--- config.mk ---
export PLATFORM = sky130hd
export DESIGN_NAME = muldiv_unit
export DESIGN_NICKNAME = d
export VERILOG_FILES = /design/src/rtl/muldiv_unit.sv
export SDC_FILE = /design/constraint.sdc
export NUM_CORES = 1
export LEC_CHECK = 0
export ABC_AREA = 1
export ABC_CLOCK_PERIOD_IN_PS = 2900
export CORE_ASPECT_RATIO = 0.6
export CORE_UTILIZATION = 58
export CTS_CLUSTER_SIZE = 8
export DETAILED_ROUTE_END_ITERATION = 8
export PLACE_DENSITY = 0.81
export SETUP_SLACK_MARGIN = 0.1
export SYNTH_ARGS = -nofsm -noshare
export SYNTH_HDL_FRONTEND = slang
export SYNTH_SLANG_ARGS = --single-unit
--- constraint.sdc ---
create_clock -name clk -period 2.9 [get_ports clk]
set_input_delay 0.725 -clock clk [delete_from_list [all_inputs] [get_ports clk]]
set_output_delay 0.725 -clock clk [all_outputs]
set_load 0.005 [all_outputs]
--- src/rtl/muldiv_unit.sv ---
// rtl/muldiv_unit.sv - iterative RV32M multiply/divide unit (MULDIV_DIV_EN enables divide ops)
module muldiv_unit #(
  parameter int XLEN = 32
) (
  input  logic            clk,
  input  logic            res_n,
  input  logic            start,
  input  logic            abort,
  input  logic [2:0]      funct3,
  input  logic [XLEN-1:0] rs1_data,
  input  logic [XLEN-1:0] rs2_data,
  input  logic [4:0]      rd_addr_in,
  output logic            busy,
  output logic            done,
  output logic [XLEN-1:0] result,
  output logic [4:0]      rd_addr_out,
  output logic            illegal
);

  localparam int CW = $clog2(XLEN + 1);
`ifdef MULDIV_DIV_EN
  localparam int OPW = 3;
`else
  localparam int OPW = 2;
`endif

  typedef enum logic [1:0] {S_IDLE, S_CALC, S_FIX, S_DONE} state_t;

  state_t              r_state, w_next;
  logic [CW-1:0]       r_cnt;
  logic [OPW-1:0]      r_op;
  logic [4:0]          r_rd;
  logic [4:0]          r_rd_out;
  logic [XLEN-1:0]     r_b;
  logic [2*XLEN-1:0]   r_acc;
  logic                r_neg;
  logic [XLEN-1:0]     r_result;

  logic                w_accept;
  logic                w_a_signed, w_b_signed, w_sa, w_sb;
  logic [XLEN-1:0]     w_mag_a, w_mag_b;
  logic                w_special;
  logic [XLEN-1:0]     w_special_res;
  logic [XLEN:0]       w_mul_sum;
  logic [2*XLEN-1:0]   w_mul_step, w_step;
  logic [2*XLEN-1:0]   w_prod;
  logic [XLEN-1:0]     w_mul_res, w_fix;

  assign w_a_signed = (funct3 != 3'd3) && (funct3 != 3'd5) && (funct3 != 3'd7);
  assign w_b_signed = w_a_signed && (funct3 != 3'd2);
  assign w_sa       = w_a_signed & rs1_data[XLEN-1];
  assign w_sb       = w_b_signed & rs2_data[XLEN-1];
  assign w_mag_a    = w_sa ? -rs1_data : rs1_data;
  assign w_mag_b    = w_sb ? -rs2_data : rs2_data;

  // Radix-2 shift-add: low half holds the remaining multiplier bits.
  assign w_mul_sum  = {1'b0, r_acc[2*XLEN-1:XLEN]} + (r_acc[0] ? {1'b0, r_b} : '0);
  assign w_mul_step = {w_mul_sum, r_acc[XLEN-1:1]};
  assign w_prod     = r_neg ? -r_acc : r_acc;
  assign w_mul_res  = (r_op[1:0] == 2'd0) ? w_prod[XLEN-1:0] : w_prod[2*XLEN-1:XLEN];

`ifdef MULDIV_DIV_EN
  logic                r_sa;
  logic                w_div0, w_ovf;
  logic [XLEN:0]       w_div_top, w_div_sub;
  logic                w_div_ge;
  logic [2*XLEN-1:0]   w_div_step;
  logic [XLEN-1:0]     w_quo, w_rem;

  assign w_div0        = funct3[2] && (rs2_data == '0);
  assign w_ovf         = funct3[2] && !funct3[0] && (rs2_data == '1) &&
                         (rs1_data == {1'b1, {(XLEN-1){1'b0}}});
  assign w_special     = w_div0 || w_ovf;
  assign w_special_res = w_div0 ? (funct3[1] ? rs1_data : '1) : (funct3[1] ? '0 : rs1_data);

  // Restoring division: upper half is the partial remainder, lower half dividend/quotient.
  assign w_div_top  = r_acc[2*XLEN-1:XLEN-1];
  assign w_div_sub  = w_div_top - {1'b0, r_b};
  assign w_div_ge   = w_div_top >= {1'b0, r_b};
  assign w_div_step = {w_div_ge ? w_div_sub[XLEN-1:0] : w_div_top[XLEN-1:0],
                       r_acc[XLEN-2:0], w_div_ge};
  assign w_step     = r_op[2] ? w_div_step : w_mul_step;

  assign w_quo = r_neg ? -r_acc[XLEN-1:0] : r_acc[XLEN-1:0];
  assign w_rem = r_sa ? -r_acc[2*XLEN-1:XLEN] : r_acc[2*XLEN-1:XLEN];
  assign w_fix = r_op[2] ? (r_op[1] ? w_rem : w_quo) : w_mul_res;
  assign illegal = 1'b0;
`else
  logic r_illegal;

  assign w_special     = funct3[2];
  assign w_special_res = '0;
  assign w_step        = w_mul_step;
  assign w_fix         = w_mul_res;
  assign illegal       = r_illegal && (r_state == S_DONE);
`endif

  assign w_accept = (r_state == S_IDLE) && start && !abort;

  always_comb begin
    w_next = r_state;
    case (r_state)
      S_IDLE: if (w_accept) w_next = w_special ? S_DONE : S_CALC;
      S_CALC: begin
        if (abort)                    w_next = S_IDLE;
        else if (r_cnt == CW'(1))     w_next = S_FIX;
      end
      S_FIX:  w_next = abort ? S_IDLE : S_DONE;
      S_DONE: w_next = S_IDLE;
      default: w_next = S_IDLE;
    endcase
  end

  always_ff @(posedge clk or negedge res_n) begin
    if (!res_n) r_state <= S_IDLE;
    else        r_state <= w_next;
  end

  always_ff @(posedge clk or negedge res_n) begin
    if (!res_n) begin
      r_cnt    <= '0;
      r_op     <= '0;
      r_rd     <= '0;
      r_rd_out <= '0;
      r_b      <= '0;
      r_acc    <= '0;
      r_neg    <= 1'b0;
      r_result <= '0;
`ifdef MULDIV_DIV_EN
      r_sa     <= 1'b0;
`else
      r_illegal <= 1'b0;
`endif
    end else if (w_accept) begin
      r_op  <= funct3[OPW-1:0];
      r_rd  <= rd_addr_in;
      r_b   <= w_mag_b;
      r_acc <= {{XLEN{1'b0}}, w_mag_a};
      r_neg <= w_sa ^ w_sb;
      r_cnt <= w_special ? '0 : CW'(XLEN);
`ifdef MULDIV_DIV_EN
      r_sa  <= w_sa;
`else
      r_illegal <= w_special;
`endif
      if (w_special) begin
        r_result <= w_special_res;
        r_rd_out <= rd_addr_in;
      end
    end else if (r_state == S_CALC) begin
      r_cnt <= r_cnt - CW'(1);
      r_acc <= w_step;
    end else if ((r_state == S_FIX) && !abort) begin
      r_result <= w_fix;
      r_rd_out <= r_rd;
    end
  end

  assign busy        = (r_state != S_IDLE);
  assign done        = (r_state == S_DONE);
  assign result      = r_result;
  assign rd_addr_out = r_rd_out;

endmodule

* Word-level counts from Yosys, hierarchy flattened
Index checks and enable logic that the tools add are counted.
Word-level totals: register bits 150
Cells by class: add/sub/neg operators 5, equal/unequal tests 12, bitwise operators 3, muxes and demuxes 24, reduce and logical (&&, ||, !) cells 15
Operator list (count):
- 2-to-1 mux 32 bit | 8
- 2-to-1 mux 64 bit | 3
- negation 32 bit | 2
- negation 64 bit | 1
- adder 32 x 32 -> 33 bit | 1
- 2-to-1 mux 5 bit | 4
- 2-to-1 mux 6 bit | 3
- 2-to-1 mux 2 bit | 5
- != test 3 bit, second input constant | 3
- case mux 2 bit (4 select lines) | 1
- logical AND 1 bit | 7
- equality test 6 x 1 -> 1 bit, second input constant | 1
- != test 2 bit, second input constant | 3
- != test 3 x 2 -> 1 bit, second input constant | 2
- nonzero test 2 bit | 3
- subtractor 6 x 1 -> 6 bit, second input constant | 1
- equality test 2 bit, second input constant | 2
- zero test 2 bit | 2
- AND reduction 3 bit | 1
- AND 1 bit | 2
- equality test 2 x 1 -> 1 bit, second input constant | 1
- AND reduction 2 bit | 1
- zero test 1 bit | 1
- XOR 1 bit | 1

* Depth between registers and ports, before layout
Gate-level depths: netlist of the first run.
depth after elaboration 6, mapped depth 17

* Least setup slack after synthesis of the first run
OpenSTA, ideal clock, no wires.
path kind register -> register, from reg r_acc[0], to reg r_acc[39], setup slack 0.578 ns, arrival 2.193 ns, stages on the path, launching flop included 14, required time 2.770 ns, library setup time 0.130 ns, path through dfrtp_1 buf_6 clkbuf_1 nand2_1 inv_1 ha_1 fa_1 nand2_1 nand2_1 and2_1 a21o_1 or2_2 nand3_1 o21ai_0
Between the ends: word-level cells in the longest chain between the ends 4
Ends and longest elaborated chain:
- from (decl) | line 35 | logic [2*XLEN-1:0] r_acc;
- from (signal assigned) | line 138 | r_acc <= {{XLEN{1'b0}}, w_mag_a};
- from (signal assigned) | line 152 | r_acc <= w_step;
- 2-to-1 mux 32 bit | line 57 | assign w_mul_sum = {1'b0, r_acc[2*XLEN-1:XLEN]} + (r_acc[0] ? {1'b0, r_b} : '0);
- adder 32 x 32 -> 33 bit | line 57
- 2-to-1 mux 64 bit | line 150 | end else if (r_state == S_CALC) begin
- 2-to-1 mux 64 bit | line 134 | end else if (w_accept) begin
Every way passes these cells. The select of a mux whose other input is x is not followed. A chain may end at the register's enable or synchronous reset.

* Worst setup path after layout of the first run
from reg r_acc[0], to reg r_acc[59]
The elaborated chain is that of the path after synthesis.

==> impl_metrics.xml, run 1 <==
<?xml version="1.0" encoding="UTF-8"?>
<metrics>
  <group name="synthesis">
    <metric name="synth_sequential_area_ratio" unit="%">30.9</metric>
    <metric name="asyncSetResetFlopFracSynth" unit="%">100</metric>
    <metric name="synth_seq_cells" unit="">150</metric>
    <metric name="synth_enable_flop_cells" unit="">0</metric>
    <metric name="synth.top_cells.by_area" unit="">dfrtp_1 (31%), nand2_1 (18%), nand3_1 (8.4%)</metric>
    <metric name="synth_top_area_share" unit="%">30.9</metric>
    <metric name="netlist_area" unit="um2">12200</metric>
    <metric name="yosysWarnings" unit="">0</metric>
    <metric name="yosysUniqueCellTypes" unit="">48</metric>
    <metric name="net_count_of_the_mapped_netlist" unit="">2043</metric>
    <metric name="yosysTopAreaCell" unit="">dfrtp_1</metric>
    <metric name="syn_avg_cell_area" unit="um2">6.30</metric>
    <metric name="post_synth_inst_count" unit="">1929</metric>
    <metric name="ys_dominant_reg_cell" unit="">dfrtp_1</metric>
  </group>
  <group name="placement">
    <metric name="dpl_cell_area" unit="um2">13600</metric>
    <metric name="place.gp.congestion" unit="">1.06</metric>
    <metric name="placement.io_buffers" unit="">115</metric>
    <metric name="hpwlAfterDp" unit="um">35000</metric>
  </group>
  <group name="grt">
    <metric name="grt_max_degree" unit="">80</metric>
    <metric name="grt_antenna_before_repair" unit="">0</metric>
    <metric name="global_route.overflow_total" unit="">0</metric>
    <metric name="grt_pass1_wl" unit="um">70900</metric>
    <metric name="first_global_vias" unit="">12800</metric>
    <metric name="gr-usage-all-layers" unit="%">43.0</metric>
  </group>
  <group name="floorplanning">
    <metric name="ios" unit="">116</metric>
    <metric name="core-area" unit="um2">20300</metric>
    <metric name="placement_rows" unit="">40</metric>
    <metric name="chipHeight" unit="um">114</metric>
    <metric name="overall_die_area" unit="um2">21600</metric>
    <metric name="fp.dieW" unit="um">189</metric>
    <metric name="start_util" unit="%">60.0</metric>
  </group>
  <group name="drt">
    <metric name="via_per_inst" unit="">6.17</metric>
    <metric name="vias" unit="">14300</metric>
    <metric name="finalWirelength" unit="um">45500</metric>
    <metric name="route.detailed.drc" unit="">0</metric>
    <metric name="route.antenna.remaining_nets" unit="">0</metric>
    <metric name="dr.pass1.iters" unit="">8</metric>
    <metric name="wire_per_inst" unit="um">19.7</metric>
    <metric name="initialDrtViolationCount" unit="">2052</metric>
  </group>
  <group name="setup_path">
    <metric name="critical_path.endpoint_type" unit="">register</metric>
    <metric name="criticalPathCategory" unit="">reg -&gt; reg</metric>
    <metric name="critPathLaunchType" unit="">register</metric>
    <metric name="crit_required" unit="ns">3.25</metric>
    <metric name="cp_data_arrival_time" unit="ns">2.97</metric>
    <metric name="worst-path-max-fanout" unit="">34</metric>
  </group>
  <group name="cts">
    <metric name="clockBufferDepth" unit="">2</metric>
    <metric name="clkLatencyLatePin" unit="ns">0.45</metric>
    <metric name="clk_pin_slew" unit="ns">0.07</metric>
    <metric name="cts_buffers" unit="">17</metric>
    <metric name="clock_sink_count" unit="">150</metric>
    <metric name="post-cts-setup-buffer-count" unit="">0</metric>
    <metric name="cts.repair.resized" unit="">0</metric>
    <metric name="clock-root-buffer" unit="">clkbuf_16</metric>
    <metric name="cts_hold_repair.buffers" unit="">0</metric>
    <metric name="cts_tree" unit="">done</metric>
    <metric name="cts_htree_levels" unit="">4</metric>
  </group>
  <group name="timing">
    <metric name="finalHoldViolations" unit="">0</metric>
    <metric name="timing_worst_slew_pin_value" unit="ns">0.839</metric>
    <metric name="period_share" unit="%">90.3</metric>
    <metric name="timing.hold.ws" unit="ns">0.0959</metric>
    <metric name="rsz0062_at_grt" unit="">false</metric>
    <metric name="final.setup.tns" unit="ns">0</metric>
    <metric name="fin_crit" unit="ns">2.62</metric>
    <metric name="slew_viol_final" unit="">0</metric>
    <metric name="worst_clock_skew" unit="ns">0.0155</metric>
    <metric name="max_clock_freq" unit="MHz">382</metric>
    <metric name="slew-limit-headroom" unit="%">44.0</metric>
    <metric name="setup_failing_eps_final" unit="">0</metric>
  </group>
  <group name="layout">
    <metric name="register_area" unit="um2">3750</metric>
    <metric name="design.final.nets" unit="">2138</metric>
    <metric name="multi_input_logic_area" unit="um2">7350</metric>
    <metric name="antennaDiodeCount" unit="">0</metric>
    <metric name="final_design_area_no_fill" unit="um2">14200</metric>
    <metric name="drive_above_1_share" unit="%">5.79</metric>
    <metric name="fillers" unit="">1697</metric>
    <metric name="flow.area_growth_from_synthesis" unit="%">16.6</metric>
  </group>
  <group name="power_and_ir_drop">
    <metric name="p_per_area" unit="nW/um2">1040</metric>
    <metric name="power_leakage" unit="uW">0.00700</metric>
    <metric name="peakVddDrop" unit="mV">0.846</metric>
  </group>
  <group name="status">
    <metric name="status" unit="">finished, final reports clean</metric>
  </group>
  <group name="hold_path">
    <metric name="hold_path.class" unit="">in -&gt; async</metric>
  </group>
  <group name="run">
    <metric name="maxCapViolations" unit="">0</metric>
  </group>
</metrics>
## cell families after synthesis
logic type               share of synthesized area (%)
AO/OA/AOI/OAI                                     14.6
XOR/XNOR                                          1.51
adder cells (fa/ha/maj)                           3.97
buffers and inverters                             8.72
flip-flops                                        30.9
AND/OR/NAND/NOR                                   40.3
## state kept, by name (all words and copies together), names as in the netlist
signal and count:
r_rd 5, r_acc 64, r_state 2, rd_addr_out 5, r_cnt 6, result 32, r_illegal 1, r_neg 1
r_op 2, r_b 32
## cells in the final DEF (no fill, tap or decap), types with 18 or more instances in the layout
cell	n
a21oi_1	91
clkdlybuf4s50_1	114
dfrtp_1	149
ha_1	37
inv_1	198
nand2_1	581
nand3_1	202
nand4_1	35
nor2_1	235
nor3_1	18
o21ai_0	120
o21ai_1	18
o221ai_1	20
o22ai_1	19
## synth_stat cells, types with 5 or more instances
master	n
nor4_1	5
xor2_1	14
nor2_2	12
or2_2	9
o221ai_1	20
a21o_1	5
a31oi_1	14
a21oi_1	91
nand4_1	35
nor3_1	18
o21ai_1	18
nor2_1	235
o21ai_0	120
nand3_1	203
nand3b_1	11
inv_1	198
o21ai_2	6
dfrtp_1	150
nand2_2	12
ha_1	37
buf_2	18
clkbuf_1	24
o21bai_1	7
o22ai_1	19
nand2_1	581
buf_1	8
xnor2_1	7
inv_2	9
buf_4	6
## area by class of cell
class                   count  share of cell area, %
repair buffers            134                   9.58
clock buffers              19                   3.20
multi-input cells        1513                   51.8
flip-flops and latches    150                   26.5
clock inverters            13                  0.962
inverters                 208                   5.52
well taps                 273                   2.41
## per-layer routing
metal  track usage [%]  wire length [um]  vias up
li1                  -                 -     6541
met1              64.1             20000     6529
met2              56.3             16800     1122
met3              19.5              8210       62
met4              6.83               455        2
met5              1.58                41        -
## worst max-delay path, stage by stage, from the launching register on
cell and delay [ns]:
dfrtp_1 0.39, buf_12 0.18, nand2_1 0.10, inv_1 0.05, ha_1 0.20, fa_1 0.39
nand2_1 0.11, nand2_1 0.08, and2_1 0.19, nand3_1 0.10, nand3_1 0.25, nand3b_1 0.23
nand3_1 0.09, nand3_1 0.09, nand2_1 0.05
## stage by stage
step	power [uW]	util (%)	std cells	setup WS, ns
floorplan	9030	-	1929	0.578
global placement	11700	67.0	2278	0.281
detailed placement	12000	67.0	2278	0.199
CTS	14300	69.9	2310	0.333
global route	15700	69.9	2310	0.105
finish	14800	69.9	2310	0.280
## power by group
group / leakage, uW / total (uW) / switching, uW / internal (uW)
registers: 0.00190 / 4120 / 1080 / 3040
clock network: 0.000287 / 2280 / 1020 / 1260
logic: 0.00481 / 8390 / 5610 / 2780
## path summary, 6_finish.rpt
check                      startpoint          to  slack, ns  cells after the start
setup / recovery             r_acc[0]   r_acc[59]       0.28                     14
hold / removal                  res_n   result[2]        0.1                      1
setup reg to reg             r_acc[0]   r_acc[59]       0.28                     14
hold reg to reg             result[3]   result[3]       0.48                      2
max in group asynchronous       res_n  r_state[1]       2.12                      2
min in group clk            result[3]   result[3]       0.48                      2
Note: power is estimated with default switching activity, not from simulation.
==> inputs of run 2 (changes only) <==
--- a/config.mk
+++ b/config.mk
@@ -5,13 +5,12 @@
 export SDC_FILE = /design/constraint.sdc
 export NUM_CORES = 1
 export LEC_CHECK = 0
-export ABC_AREA = 1
 export ABC_CLOCK_PERIOD_IN_PS = 2900
 export CORE_ASPECT_RATIO = 0.6
 export CORE_UTILIZATION = 58
 export CTS_CLUSTER_SIZE = 8
 export DETAILED_ROUTE_END_ITERATION = 8
-export PLACE_DENSITY = 0.81
+export PLACE_DENSITY = 0.82
 export SETUP_SLACK_MARGIN = 0.1
 export SYNTH_ARGS = -nofsm -noshare
 export SYNTH_HDL_FRONTEND = slang
==> impl_metrics.xml, run 2 <==
<?xml version="1.0" encoding="UTF-8"?>
<metrics>
  <group name="drt">
    <metric name="via_per_inst" unit="">6.63</metric>
    <metric name="initialDrtViolationCount" unit="">1791</metric>
    <metric name="finalWirelength" unit="um">37200</metric>
    <metric name="route.antenna.remaining_nets" unit="">0</metric>
    <metric name="dr.pass1.iters" unit="">7</metric>
    <metric name="route.detailed.drc" unit="">0</metric>
    <metric name="wire_per_inst" unit="um">21.3</metric>
    <metric name="vias" unit="">11600</metric>
  </group>
  <group name="floorplanning">
    <metric name="start_util" unit="%">59.1</metric>
    <metric name="chipHeight" unit="um">107</metric>
    <metric name="placement_rows" unit="">38</metric>
    <metric name="core-area" unit="um2">18100</metric>
    <metric name="ios" unit="">116</metric>
    <metric name="fp.dieW" unit="um">177</metric>
    <metric name="overall_die_area" unit="um2">19000</metric>
  </group>
  <group name="hold_path">
    <metric name="hold_path.class" unit="">in -&gt; async</metric>
  </group>
  <group name="setup_path">
    <metric name="cp_data_arrival_time" unit="ns">3.17</metric>
    <metric name="critPathLaunchType" unit="">register</metric>
    <metric name="critical_path.endpoint_type" unit="">register</metric>
    <metric name="crit_required" unit="ns">3.21</metric>
    <metric name="worst-path-max-fanout" unit="">5</metric>
    <metric name="criticalPathCategory" unit="">reg -&gt; reg</metric>
  </group>
  <group name="timing">
    <metric name="rsz0062_at_grt" unit="">true</metric>
    <metric name="timing_worst_slew_pin_value" unit="ns">0.836</metric>
    <metric name="fin_crit" unit="ns">2.86</metric>
    <metric name="finalHoldViolations" unit="">0</metric>
    <metric name="setup_failing_eps_final" unit="">0</metric>
    <metric name="slew_viol_final" unit="">0</metric>
    <metric name="max_clock_freq" unit="MHz">349</metric>
    <metric name="period_share" unit="%">98.7</metric>
    <metric name="timing.hold.ws" unit="ns">0.261</metric>
    <metric name="slew-limit-headroom" unit="%">44.2</metric>
    <metric name="worst_clock_skew" unit="ns">0.00913</metric>
  </group>
  <group name="power_and_ir_drop">
    <metric name="clkPwrFrac" unit="%">18.3</metric>
    <metric name="power.internal" unit="uW">7730</metric>
    <metric name="share_of_power_burned_in_combinational_logic" unit="%">53.2</metric>
    <metric name="switching_share" unit="%">42.5</metric>
    <metric name="p_sw" unit="uW">5710</metric>
    <metric name="share_seq_of_total_power" unit="%">28.5</metric>
    <metric name="peakVddDrop" unit="mV">0.691</metric>
    <metric name="p_per_area" unit="nW/um2">920</metric>
    <metric name="power_leakage" unit="uW">0.00626</metric>
  </group>
  <group name="grt">
    <metric name="grt_pass1_wl" unit="um">55700</metric>
    <metric name="grt_antenna_before_repair" unit="">0</metric>
    <metric name="gr-usage-all-layers" unit="%">38.1</metric>
    <metric name="grt_max_degree" unit="">65</metric>
    <metric name="groute.layer.met1.usage" unit="%">52.7</metric>
    <metric name="gr-max-usage-layer" unit="">met2</metric>
    <metric name="first_global_vias" unit="">10500</metric>
    <metric name="grt_util_met3" unit="%">13.4</metric>
    <metric name="global_route.overflow_total" unit="">0</metric>
    <metric name="globalRouteMet2Util" unit="%">55.1</metric>
  </group>
  <group name="layout">
    <metric name="design.final.nets" unit="">1608</metric>
    <metric name="antennaDiodeCount" unit="">0</metric>
    <metric name="layout.cells.most_common_list" unit="">buf_4 (149), dfrtp_1 (149), nand2_1 (148), o21ai_0 (140), clkdlybuf4s50_1 (114)</metric>
    <metric name="fillers" unit="">1142</metric>
    <metric name="flow.area_growth_from_synthesis" unit="%">36.8</metric>
    <metric name="stdcell_count" unit="">1747</metric>
    <metric name="largest_register_ffs" unit="">64</metric>
    <metric name="largest-register" unit="">r_acc</metric>
    <metric name="drive_above_1_share" unit="%">20.6</metric>
  </group>
  <group name="synthesis">
    <metric name="synth_seq_cells" unit="">150</metric>
    <metric name="syn_avg_cell_area" unit="um2">8.41</metric>
    <metric name="yosysTopAreaCell" unit="">dfrtp_1</metric>
    <metric name="netlist_area" unit="um2">10700</metric>
    <metric name="ys_dominant_reg_cell" unit="">dfrtp_1</metric>
    <metric name="synth.top_cells.by_area" unit="">dfrtp_1 (35%), o21ai_0 (7.2%), xnor2_1 (5.7%)</metric>
    <metric name="synth_enable_flop_cells" unit="">0</metric>
    <metric name="yosysUniqueCellTypes" unit="">72</metric>
    <metric name="asyncSetResetFlopFracSynth" unit="%">100</metric>
    <metric name="synth_sequential_area_ratio" unit="%">35.1</metric>
    <metric name="synth_top_area_share" unit="%">35.1</metric>
    <metric name="synth.cells.most_frequent" unit="">o21ai_0 (153), nand2_1 (152), dfrtp_1 (150)</metric>
    <metric name="yosysWarnings" unit="">0</metric>
    <metric name="post_synth_inst_count" unit="">1270</metric>
    <metric name="net_count_of_the_mapped_netlist" unit="">1384</metric>
    <metric name="synthMostInstantiatedCell" unit="">o21ai_0</metric>
  </group>
  <group name="status">
    <metric name="status" unit="">finished, final reports clean</metric>
  </group>
  <group name="cts">
    <metric name="cts_htree_levels" unit="">4</metric>
    <metric name="clkLatencyLatePin" unit="ns">0.44</metric>
    <metric name="cts_hold_repair.buffers" unit="">0</metric>
    <metric name="clk_pin_slew" unit="ns">0.06</metric>
    <metric name="clock-root-buffer" unit="">clkbuf_16</metric>
    <metric name="clockBufferDepth" unit="">2</metric>
    <metric name="clock_sink_count" unit="">150</metric>
    <metric name="cts_buffers" unit="">17</metric>
    <metric name="cts_tree" unit="">done</metric>
  </group>
  <group name="placement">
    <metric name="placement.io_buffers" unit="">115</metric>
    <metric name="hpwlAfterDp" unit="um">26000</metric>
    <metric name="dpl.cell_count" unit="">1692</metric>
    <metric name="place.gp.congestion" unit="">0.993</metric>
  </group>
  <group name="run">
    <metric name="maxCapViolations" unit="">0</metric>
  </group>
</metrics>
-- run 2: cells by family (layout without fill, tap and decap cells) --
| family | after synthesis | count (layout) | share of synthesized area (%) |
|---|---|---|---|
| and+or+nand+nor | 427 | 427 | 20.3 |
| AOI/OAI and AO/OA | 408 | 408 | 23.9 |
| DFF | 150 | 150 | 35.1 |
| xor gates and xnor gates | 132 | 132 | 10.8 |
| buffers and inverters | 97 | 334 | 3.64 |
| adders and majority gates | 38 | 38 | 4.52 |
| muxes | 18 | 18 | 1.74 |
-- run 2: final cells by class --
type / instances / area [um2] / area share, %
Clock buffer: 25 / 505 / 3.46
Clock inverter: 7 / 140 / 0.959
Inverter: 24 / 90.1 / 0.616
Multi-Input combinational cell: 1023 / 7300 / 49.9
Sequential cell: 150 / 3750 / 25.7
Tap cell: 240 / 300 / 2.05
Timing Repair Buffer: 278 / 2520 / 17.3
-- run 2: through the flow --
| stage | power [uW] | setup WS (ns) | TNS [ns] | util [%] | cell area [um2] |
|---|---|---|---|---|---|
| after CTS | 12600 | 0.0581 | 0 | 77.8 | 14100 |
| after global routing | 14000 | -0.00365 | -0.00641 | 80.9 | 14600 |
| after floorplan | 7210 | 0.0573 | 0 | - | 10800 |
| after global placement | 9690 | -0.345 | -3.68 | 72.8 | 13200 |
| final | 13400 | 0.0378 | 0 | 80.9 | 14600 |
| after detailed placement | 9940 | -0.412 | -5.52 | 72.8 | 13200 |
-- run 2: final timing paths --
kind                                start         end  slack (ns)  depth (start not counted)
worst max-delay path            r_acc[18]  result[31]        0.04                         11
worst min-delay path                res_n     r_rd[1]        0.26                          1
worst max register to register  r_acc[18]  result[31]        0.04                         11
worst min register to register    r_rd[0]     r_rd[0]        0.48                          2
max in group asynchronous           res_n      r_b[7]        1.95                          2
min in group clk                  r_rd[0]     r_rd[0]        0.48                          2
-- run 2: routing by layer --
layer  routed length [um]  vias to the layer above
met3                 4890                      139
met2                15900                      794
li1                     -                     5102
met1                15200                     5544
met5                   79                        -
met4                 1150                        2
-- run 2: power groups by stage --
stage / registers [uW] / clock network (uW) / logic [uW]
after global routing: 3890 / 2560 / 7590
after detailed placement: 3740 / 0 / 6200
after global placement: 3710 / 0 / 5990
after CTS: 3740 / 2460 / 6430
final: 3830 / 2460 / 7150
after floorplan: 3580 / 0 / 3630
-- run 2: critical path, stage by stage (launching register included) --
cell	delay, ns
dfrtp_1	0.40
or4_4	0.55
or3_4	0.41
buf_4	0.16
nor3_2	0.18
buf_4	0.17
buf_4	0.13
nand3b_1	0.07
buf_4	0.17
nor3_4	0.17
mux2i_1	0.20
o21ai_0	0.10
-- run 2: timing repair --
action,CTS,global route
gates resized for setup,46,72
setup buffers,4,19
pin swaps,17,38
setup endpoints to repair,27,53
